### src/rtl/microwave_pkg.sv
// Shared state encoding and per-state output patterns for the microwave panel FSM.
// Output patterns are packed as {Start, Close, Heat, Error}.
package microwave_pkg;

  typedef enum logic [2:0] {
    S_IDLE       = 3'd0,
    S_ERR_OPEN   = 3'd1,
    S_ERR_CLOSED = 3'd2,
    S_CLOSED     = 3'd3,
    S_START      = 3'd4,
    S_COOK       = 3'd5,
    S_DONE       = 3'd6
  } state_t;

  localparam logic [3:0] OUT_IDLE       = 4'b0000;
  localparam logic [3:0] OUT_ERR_OPEN   = 4'b1001;
  localparam logic [3:0] OUT_ERR_CLOSED = 4'b1101;
  localparam logic [3:0] OUT_CLOSED     = 4'b0100;
  localparam logic [3:0] OUT_START      = 4'b1100;
  localparam logic [3:0] OUT_COOK       = 4'b1110;
  localparam logic [3:0] OUT_DONE       = 4'b0100;

  function automatic logic [3:0] state_outputs(input state_t s);
    logic [3:0] v;
    v = OUT_IDLE;
    case (s)
      S_IDLE:       v = OUT_IDLE;
      S_ERR_OPEN:   v = OUT_ERR_OPEN;
      S_ERR_CLOSED: v = OUT_ERR_CLOSED;
      S_CLOSED:     v = OUT_CLOSED;
      S_START:      v = OUT_START;
      S_COOK:       v = OUT_COOK;
      S_DONE:       v = OUT_DONE;
      default:      v = OUT_IDLE;
    endcase
    return v;
  endfunction

endpackage

### src/rtl/microwave_cnt.sv
// Clear/enable counter that flags the last of TERMINAL enabled cycles (TERMINAL >= 1).
module microwave_cnt #(
  parameter int unsigned TERMINAL = 1
) (
  input  logic clk,
  input  logic i_rst,
  input  logic i_clr,
  input  logic i_en,
  output logic o_tc
);

  localparam int unsigned W = (TERMINAL > 1) ? $clog2(TERMINAL) : 1;
  localparam logic [W-1:0] LAST = W'(TERMINAL - 1);

  logic [W-1:0] r_cnt;

  always_ff @(posedge clk) begin
    if (i_rst || i_clr) begin
      r_cnt <= '0;
    end else if (i_en && !o_tc) begin
      r_cnt <= r_cnt + W'(1);
    end
  end

  assign o_tc = i_en && (r_cnt == LAST);

endmodule

### src/rtl/microwave_fsm.sv
// Microwave front-panel control FSM (Moore, registered outputs).
// Optional COOK timeout is built only when MICROWAVE_COOK_TIMEOUT_EN is defined.
module microwave_fsm
  import microwave_pkg::*;
#(
  parameter int unsigned WARMUP_CYCLES   = 1,
  parameter int unsigned COOK_MAX_CYCLES = 64
) (
  input  logic clk,
  input  logic sys_reset,
  input  logic reset,
  input  logic closeDoor,
  input  logic startOven,
  input  logic done,
  output logic Start,
  output logic Close,
  output logic Heat,
  output logic Error
);

  state_t     r_state;
  state_t     w_next;
  logic [3:0] r_out;
  logic       w_in_start;
  logic       w_in_cook;
  logic       w_warm_tc;
  logic       w_cook_tc;

  assign w_in_start = (r_state == S_START);
  assign w_in_cook  = (r_state == S_COOK);

  // Counter sits at zero outside START, so every START visit lasts WARMUP_CYCLES.
  microwave_cnt #(.TERMINAL(WARMUP_CYCLES)) u_warm_cnt (
    .clk   (clk),
    .i_rst (sys_reset),
    .i_clr (!w_in_start),
    .i_en  (w_in_start),
    .o_tc  (w_warm_tc)
  );

`ifdef MICROWAVE_COOK_TIMEOUT_EN
  microwave_cnt #(.TERMINAL(COOK_MAX_CYCLES)) u_cook_cnt (
    .clk   (clk),
    .i_rst (sys_reset),
    .i_clr (!w_in_cook),
    .i_en  (w_in_cook),
    .o_tc  (w_cook_tc)
  );
`else
  assign w_cook_tc = 1'b0;
  // COOK_MAX_CYCLES stays in the parameter list so timeout builds can override it.
  if (COOK_MAX_CYCLES == 0) begin : g_cook_max_unused
  end
`endif

  always_comb begin
    w_next = r_state;
    case (r_state)
      S_IDLE: begin
        if (closeDoor)      w_next = S_CLOSED;
        else if (startOven) w_next = S_ERR_OPEN;
      end
      S_ERR_OPEN: begin
        if (!closeDoor && reset) w_next = S_IDLE;
        else if (closeDoor)      w_next = S_ERR_CLOSED;
      end
      S_ERR_CLOSED: begin
        if (!closeDoor)  w_next = S_ERR_OPEN;
        else if (reset)  w_next = S_CLOSED;
      end
      S_CLOSED: begin
        if (!closeDoor)     w_next = S_IDLE;
        else if (reset)     w_next = S_CLOSED;
        else if (startOven) w_next = S_START;
      end
      S_START: begin
        if (!closeDoor)     w_next = S_IDLE;
        else if (reset)     w_next = S_CLOSED;
        else if (w_warm_tc) w_next = S_COOK;
      end
      S_COOK: begin
        if (!closeDoor)             w_next = S_IDLE;
        else if (reset)             w_next = S_CLOSED;
        else if (done || w_cook_tc) w_next = S_DONE;
      end
      S_DONE: begin
        if (!closeDoor)      w_next = S_IDLE;
        else if (reset)      w_next = S_CLOSED;
        else if (!startOven) w_next = S_CLOSED;
      end
      default: w_next = S_IDLE;
    endcase
  end

  // Outputs are registered from the next-state decode, so they always equal
  // the decode of r_state without a combinational path to the pins.
  always_ff @(posedge clk) begin
    if (sys_reset) begin
      r_state <= S_IDLE;
      r_out   <= '0;
    end else begin
      r_state <= w_next;
      r_out   <= state_outputs(w_next);
    end
  end

  assign {Start, Close, Heat, Error} = r_out;

endmodule

### config.mk
export PLATFORM = sky130hd
export DESIGN_NAME = microwave_fsm
export DESIGN_NICKNAME = d
export VERILOG_FILES = /design/src/rtl/microwave_pkg.sv /design/src/rtl/microwave_cnt.sv /design/src/rtl/microwave_fsm.sv
export SDC_FILE = /design/constraint.sdc
export NUM_CORES = 1
export LEC_CHECK = 0
export ABC_AREA = 1
export CAP_MARGIN = 15
export CORE_AREA = 2 2 39 41
export DETAILED_ROUTE_END_ITERATION = 7
export DIE_AREA = 0 0 41 43
export GPL_ROUTABILITY_DRIVEN = 0
export GPL_TIMING_DRIVEN = 0
export HOLD_SLACK_MARGIN = 0.05
export SLEW_MARGIN = 20
export SYNTH_ARGS = -nofsm -noshare
export SYNTH_HDL_FRONTEND = slang
export SYNTH_SLANG_ARGS = --single-unit
### constraint.sdc
create_clock -name clk -period 1.4 [get_ports clk]
set_input_delay 0.28 -clock clk [delete_from_list [all_inputs] [get_ports clk]]
set_output_delay 0.28 -clock clk [all_outputs]
set_load 0.005 [all_outputs]
# Word-level counts from Yosys, hierarchy flattened
# Index checks and enable logic that the tools add are counted.
# W data, S select, Z words.
dict set report totals {
  regBits 8
  inputBits 6
  output_inout_bits 4
  elab_cells 46
}
dict set report op_classes {
  n_addsub 1
  eq_ne 12
  muxes 20
  bitwise 1
  n_reduce_logical 9
}
# cell count
set op_table {}
lappend op_table {{$mux W3} 18}
lappend op_table {{$pmux W3 S7} 1}
lappend op_table {{$pmux W4 S5} 1}
lappend op_table {{$eq A3 B3 Y1 const B} 6}
lappend op_table {{$eq A3 B2 Y1 const B} 4}
lappend op_table {{$eq A3 B1 Y1 const B} 2}
lappend op_table {{$logic_and A1 B1 Y1} 3}
lappend op_table {{$logic_not A1 Y1} 3}
lappend op_table {{$logic_not A3 Y1} 1}
lappend op_table {{$reduce_or A2 Y1} 1}
lappend op_table {{$add A1 B1 Y1 const B} 1}
lappend op_table {{$logic_or A1 B1 Y1} 1}
lappend op_table {{$not A1 Y1} 1}

# Logic depth before layout (Yosys ltp)
dict set report logic_depth {
  depth_word 9
  depth_mapped 10
  mapped_depth_nobuf 10
}

# Modules after synthesis
# Synthesis repeated with hierarchy kept, for this count alone.
dict set report unflattened {
  hier_cells 98
  area_unflattened_um2 569.3
}
# mod instances cells_each area_each_um2 seq_area_each_um2
set by_module_without_submodules {}
lappend by_module_without_submodules {microwave_fsm 1 90 523.0 140.1}
lappend by_module_without_submodules {microwave_cnt 1 8 46.3 20.0}

# Worst setup path before layout
# OpenSTA, ideal clock, no wires.
dict set report synth_timing {
  path_type {flip-flop to flip-flop}
  from {register r_state[0]}
  to {register r_out[3]}
  setup_time_ps 121
  arrival_time_ps 1057
  t_required_ps 1279
  path_slack_ps 223
  stages_incl_launch_ff 9
  path_buffers 1
  period_less_slack_ps 1177
  cell_sequence {dfxtp_1 -> buf_4 -> nand2_1 -> xor2_1 -> inv_1 -> nor2_2 -> nor2_1 -> nand3_1 -> nand3_1}
}
dict set report synth_between {
  elab_chain_cells 9
  word_cells_on_any_way 35
  cone_classes {12 x eq/ne; 20 x mux; 3 x reduce/logical}
}
# element line_no
set synth_lines {}
lappend synth_lines {{start, declared} microwave_fsm.sv:21} ;# state_t r_state;
lappend synth_lines {{start signal, assigned} microwave_fsm.sv:102} ;# r_state <= w_next;
lappend synth_lines {{$eq A3 B3 Y1} {microwave_fsm.sv:29, microwave_fsm.sv:58}}
lappend synth_lines {{$logic_and A1 B1 Y1} microwave_cnt.sv:25} ;# assign o_tc = i_en && (r_cnt == LAST);
lappend synth_lines {{$mux W3} microwave_fsm.sv:79} ;# else if (w_warm_tc) w_next = S_COOK;
lappend synth_lines {{$mux W3} microwave_fsm.sv:78} ;# else if (reset) w_next = S_CLOSED;
lappend synth_lines {{$mux W3} microwave_fsm.sv:77} ;# if (!closeDoor) w_next = S_IDLE;
lappend synth_lines {{$pmux W3 S7 *} microwave_fsm.sv:58} ;# case (r_state)
lappend synth_lines {{$eq A3 B3 Y1 or $eq A3 B2 Y1 (tied branches)} microwave_pkg.sv:26} ;# case (s)
lappend synth_lines {{$reduce_or A2 Y1 (no source line)} -}
lappend synth_lines {{$pmux W4 S5 *} microwave_pkg.sv:26}
lappend synth_lines {{end signal, assigned} microwave_fsm.sv:103} ;# r_out <= state_outputs(w_next);
lappend synth_lines {{end, declared} microwave_fsm.sv:23} ;# logic [3:0] r_out;
# Mark *: on every way between the ends. The rest lies on a longest branch, timed or not.
# A chain may end at the register's enable or synchronous reset.

# Final worst setup path
dict set report layout_timing {
  from {input port reset}
  to {register r_out[3]}
}
dict set report layout_between {
  elab_chain_cells 6
  word_cells_on_any_way 21
  cone_classes {6 x eq/ne; 13 x mux; 2 x reduce/logical}
}
# element line_no
set layout_lines {}
lappend layout_lines {{start, declared} microwave_fsm.sv:11} ;# input logic reset,
lappend layout_lines {{$mux W3, or another cell as far along} microwave_fsm.sv:88} ;# else if (reset) w_next = S_CLOSED;
lappend layout_lines {{$mux W3, or another cell as far along} microwave_fsm.sv:87} ;# if (!closeDoor) w_next = S_IDLE;
lappend layout_lines {{$pmux W3 S7 *} microwave_fsm.sv:58}
lappend layout_lines {{$eq A3 B3 Y1 or $eq A3 B2 Y1 (tied branches)} microwave_pkg.sv:26}
lappend layout_lines {{$reduce_or A2 Y1 (no source line)} -}
lappend layout_lines {{$pmux W4 S5 *} microwave_pkg.sv:26}
# Marked as above.

==> impl_metrics.csv <==
group,metric,value,unit
global_routing,grt_start_max_net_pins,10,
die,ios,10,
job,max_cap_violations,0,
worst_setup_path,worstPathCellList,"clkdlybuf4s50_1 -> inv_1 -> nand2_1 -> nand3_1 -> nand2_2 -> nor2_4 -> nor2_2 -> nand3_2 -> nand3_1",
drt,vias,548,
global_routing,grt_pass1_wl,1700,um
global_routing,grt.total_usage,14.5,%
global_routing,antenna_found_initial,0,
sta,hold_viol,0,
synthesis,avgSynthCellArea,5.87,um^2
sta,fin_crit,1.35,ns
synthesis,synth_top_area_share,30.3,%
synthesis,synth_area,528,um^2
die,die_h,43,um
die,die_x,41,um
worst_setup_path,reg2regPathDepth,8,
power_and_ir_drop,ir_drop,434,uV
clocking,hold_buffers,0,
worst_setup_path,max_stage_delay,0.44,ns
synthesis,synth_area_leaders,"dfxtp_1, nand2_1, nor2_1, nand3_1, inv_1",
worst_setup_path,worst_path_most_repeated_cell,"nand3_1",
worst_setup_path,crit_path_start_kind,"input port",
synthesis,ys_seq_area_share,30.3,%
drt,wire_per_inst,8.85,um
clocking,ctsLongestPathBuffers,2,
worst_setup_path,required,1.54,ns
outcome,status,"finished, final reports clean",
clocking,cts_tree,"done",
synthesis,synth_edf_count,0,
die,die-area,0.00176,mm^2
synthesis,synth_nets,96,
power_and_ir_drop,p_per_area,888,mW/mm^2
final_layout,multiInputGateArea,315,um^2
synthesis,synth_async_sr_flop_share,0,%
drt,viasPerCell,4.64,
drt,dr.pass1.iters,5,
final_layout,syn_to_final_growth,25.8,%
final_layout,layout.nets,110,
synthesis,ys_ff_latch,8,
sta,max_freq,0.743,GHz
final_layout,design_area,664,um^2
hold_path,hold_depth,5,
clocking,post-cts-setup-buffers,0,
worst_setup_path,critPathCaptureType,"flop",
sta,drv_slew,0,
clocking,cts_root_buf,"clkbuf_4",
final_layout,post-route-util,48.0,%
final_layout,drive_above_1_share,17.6,%
drt,drc,0,
clocking,cts_sinks,8,
die,core.rowCount,14,
drt,drtIter0Drc,18,
clocking,numCtsBuffers,3,
sta,finalCritPeriodShare,96.2,%
synthesis,synth_most_common_cell,"nand2_1",
final_layout,diodes,0,
placed_design,dp_hpwl,809,um
die,core,0.00138,mm^2
worst_setup_path,path_max_fanout,6,
drt,ant_nets,0,
clocking,clk_pin_slew,0.05,ns
worst_setup_path,crit_path_top_delay_cell,"clkdlybuf4s50_1",
synthesis,synthFlopType,"dfxtp_1",
placed_design,dpl.cell_count,115,
sta,finalSetupViolCount,0,
final_layout,layout.cells.non_filler,118,
sta,whs,0.578,ns
synthesis,yosysTopAreaCell,"dfxtp_1",
final_layout,fillers,155,
global_routing,overflow,0,
placed_design,dpl-instance-area,638,um^2
synthesis,syn_inst,90,
synthesis,synth.distinct_cells,16,
power_and_ir_drop,leakagePower,0.334,nW
global_routing,grt_pass1_vias,437,
final_layout,seqCellArea,163,um^2
hold_path,worstHoldPathType,"in2reg",
sta,clock-skew-final,0.00348,ns
synthesis,synthTopCellsByCount,"nand2_1, nor2_1, nand3_1, inv_1, dfxtp_1",
synthesis,yosys_warnings,0,
drt,wl,1040,um
worst_setup_path,cp.arrival,1.49,ns
clocking,htreeDepth,1,
power_and_ir_drop,finalPower,0.000590,W
placed_design,portBuffers,9,
die,floorplan.initialDensity,38.2,%
clocking,insertion_delay,0.25,ns
worst_setup_path,crit_type,"in2reg",
==> stage by stage <==
stage / TNS, ns / worst slack [ns]
6_report: 0 / 0.0538
3_5_place_dp: -2.05 / -0.382
3_3_place_gp: -2.11 / -0.391
5_1_grt: -0.0150 / -0.0114
4_1_cts: 0 / 0.0611
2_1_floorplan: 0 / 0.223
==> worst max-delay path: cells and delay by family <==
kind,cells,cell delay [ns]
simple gates,7,0.60
buf+inv,2,0.60
==> where the power goes <==
group,internal [W],switching [W]
Combinational,0.0000723,0.0000903
Clock,0.0000977,0.0000725
Sequential,0.000248,0.00000896
==> area by class of cell <==
type,count,area share [%]
Tap cell,16,3.01
Buffer,1,1.13
Multi-Input combinational cell,69,47.5
Inverter,12,6.78
Clock buffer,3,3.39
Timing Repair Buffer,9,13.7
Sequential cell,8,24.5
==> layer usage <==
layer  part of all wire [%]  GRT usage (%)  routed length, um  up-vias
li1                       -              -                  -      297
met1                     48           18.6                498      232
met2                     46           19.7                476       15
met3                    4.9           6.28                 51        4
met4                    1.8           8.00                 19        0
met5                      0              0                  0        -
==> path summary, 6_finish.rpt <==
check	from	end	slack, ns
hold / removal	startOven	r_state[0]	0.58
setup reg to reg	r_state[0]	r_out[3]	0.08
hold reg to reg	r_state[2]	r_state[2]	0.76
setup / recovery	reset	r_out[3]	0.05
==> what timing repair did <==
action / 4_1_cts / 5_1_grt
pin swaps: 0 / 1
resized for setup: 1 / 3
setup endpoints to repair: 6 / 2
==> logic make-up after synthesis <==
kind of cell           share of synthesized area (%)
AO/OA/AOI/OAI                                   1.89
flip-flops                                      30.3
buffers and inverters                           9.95
XOR/XNOR                                        1.66
AND/OR/NAND/NOR                                 55.4
other                                          0.710
==> sequential cells by signal (all words and copies together) (netlist names) <==
signal / count
r_state: 3
r_out: 4
u_warm_cnt.r_cnt: 1
==> placed cells by master (no fill, tap or decap), types with 2 or more instances in the layout <==
| cell type | synthesis | layout |
|---|---|---|
| dfxtp_1 | 8 | 6 |
| nand3_1 | 11 | 11 |
| clkbuf_4 | 0 | 3 |
| inv_1 | 9 | 9 |
| nor2_1 | 17 | 17 |
| nand2_1 | 28 | 28 |
| clkdlybuf4s50_1 | 0 | 7 |
| nor2_2 | 4 | 4 |
| nand2_2 | 2 | 2 |
| dfxtp_2 | 0 | 2 |
| inv_2 | 3 | 3 |
Power figures use the tool's default switching activity.
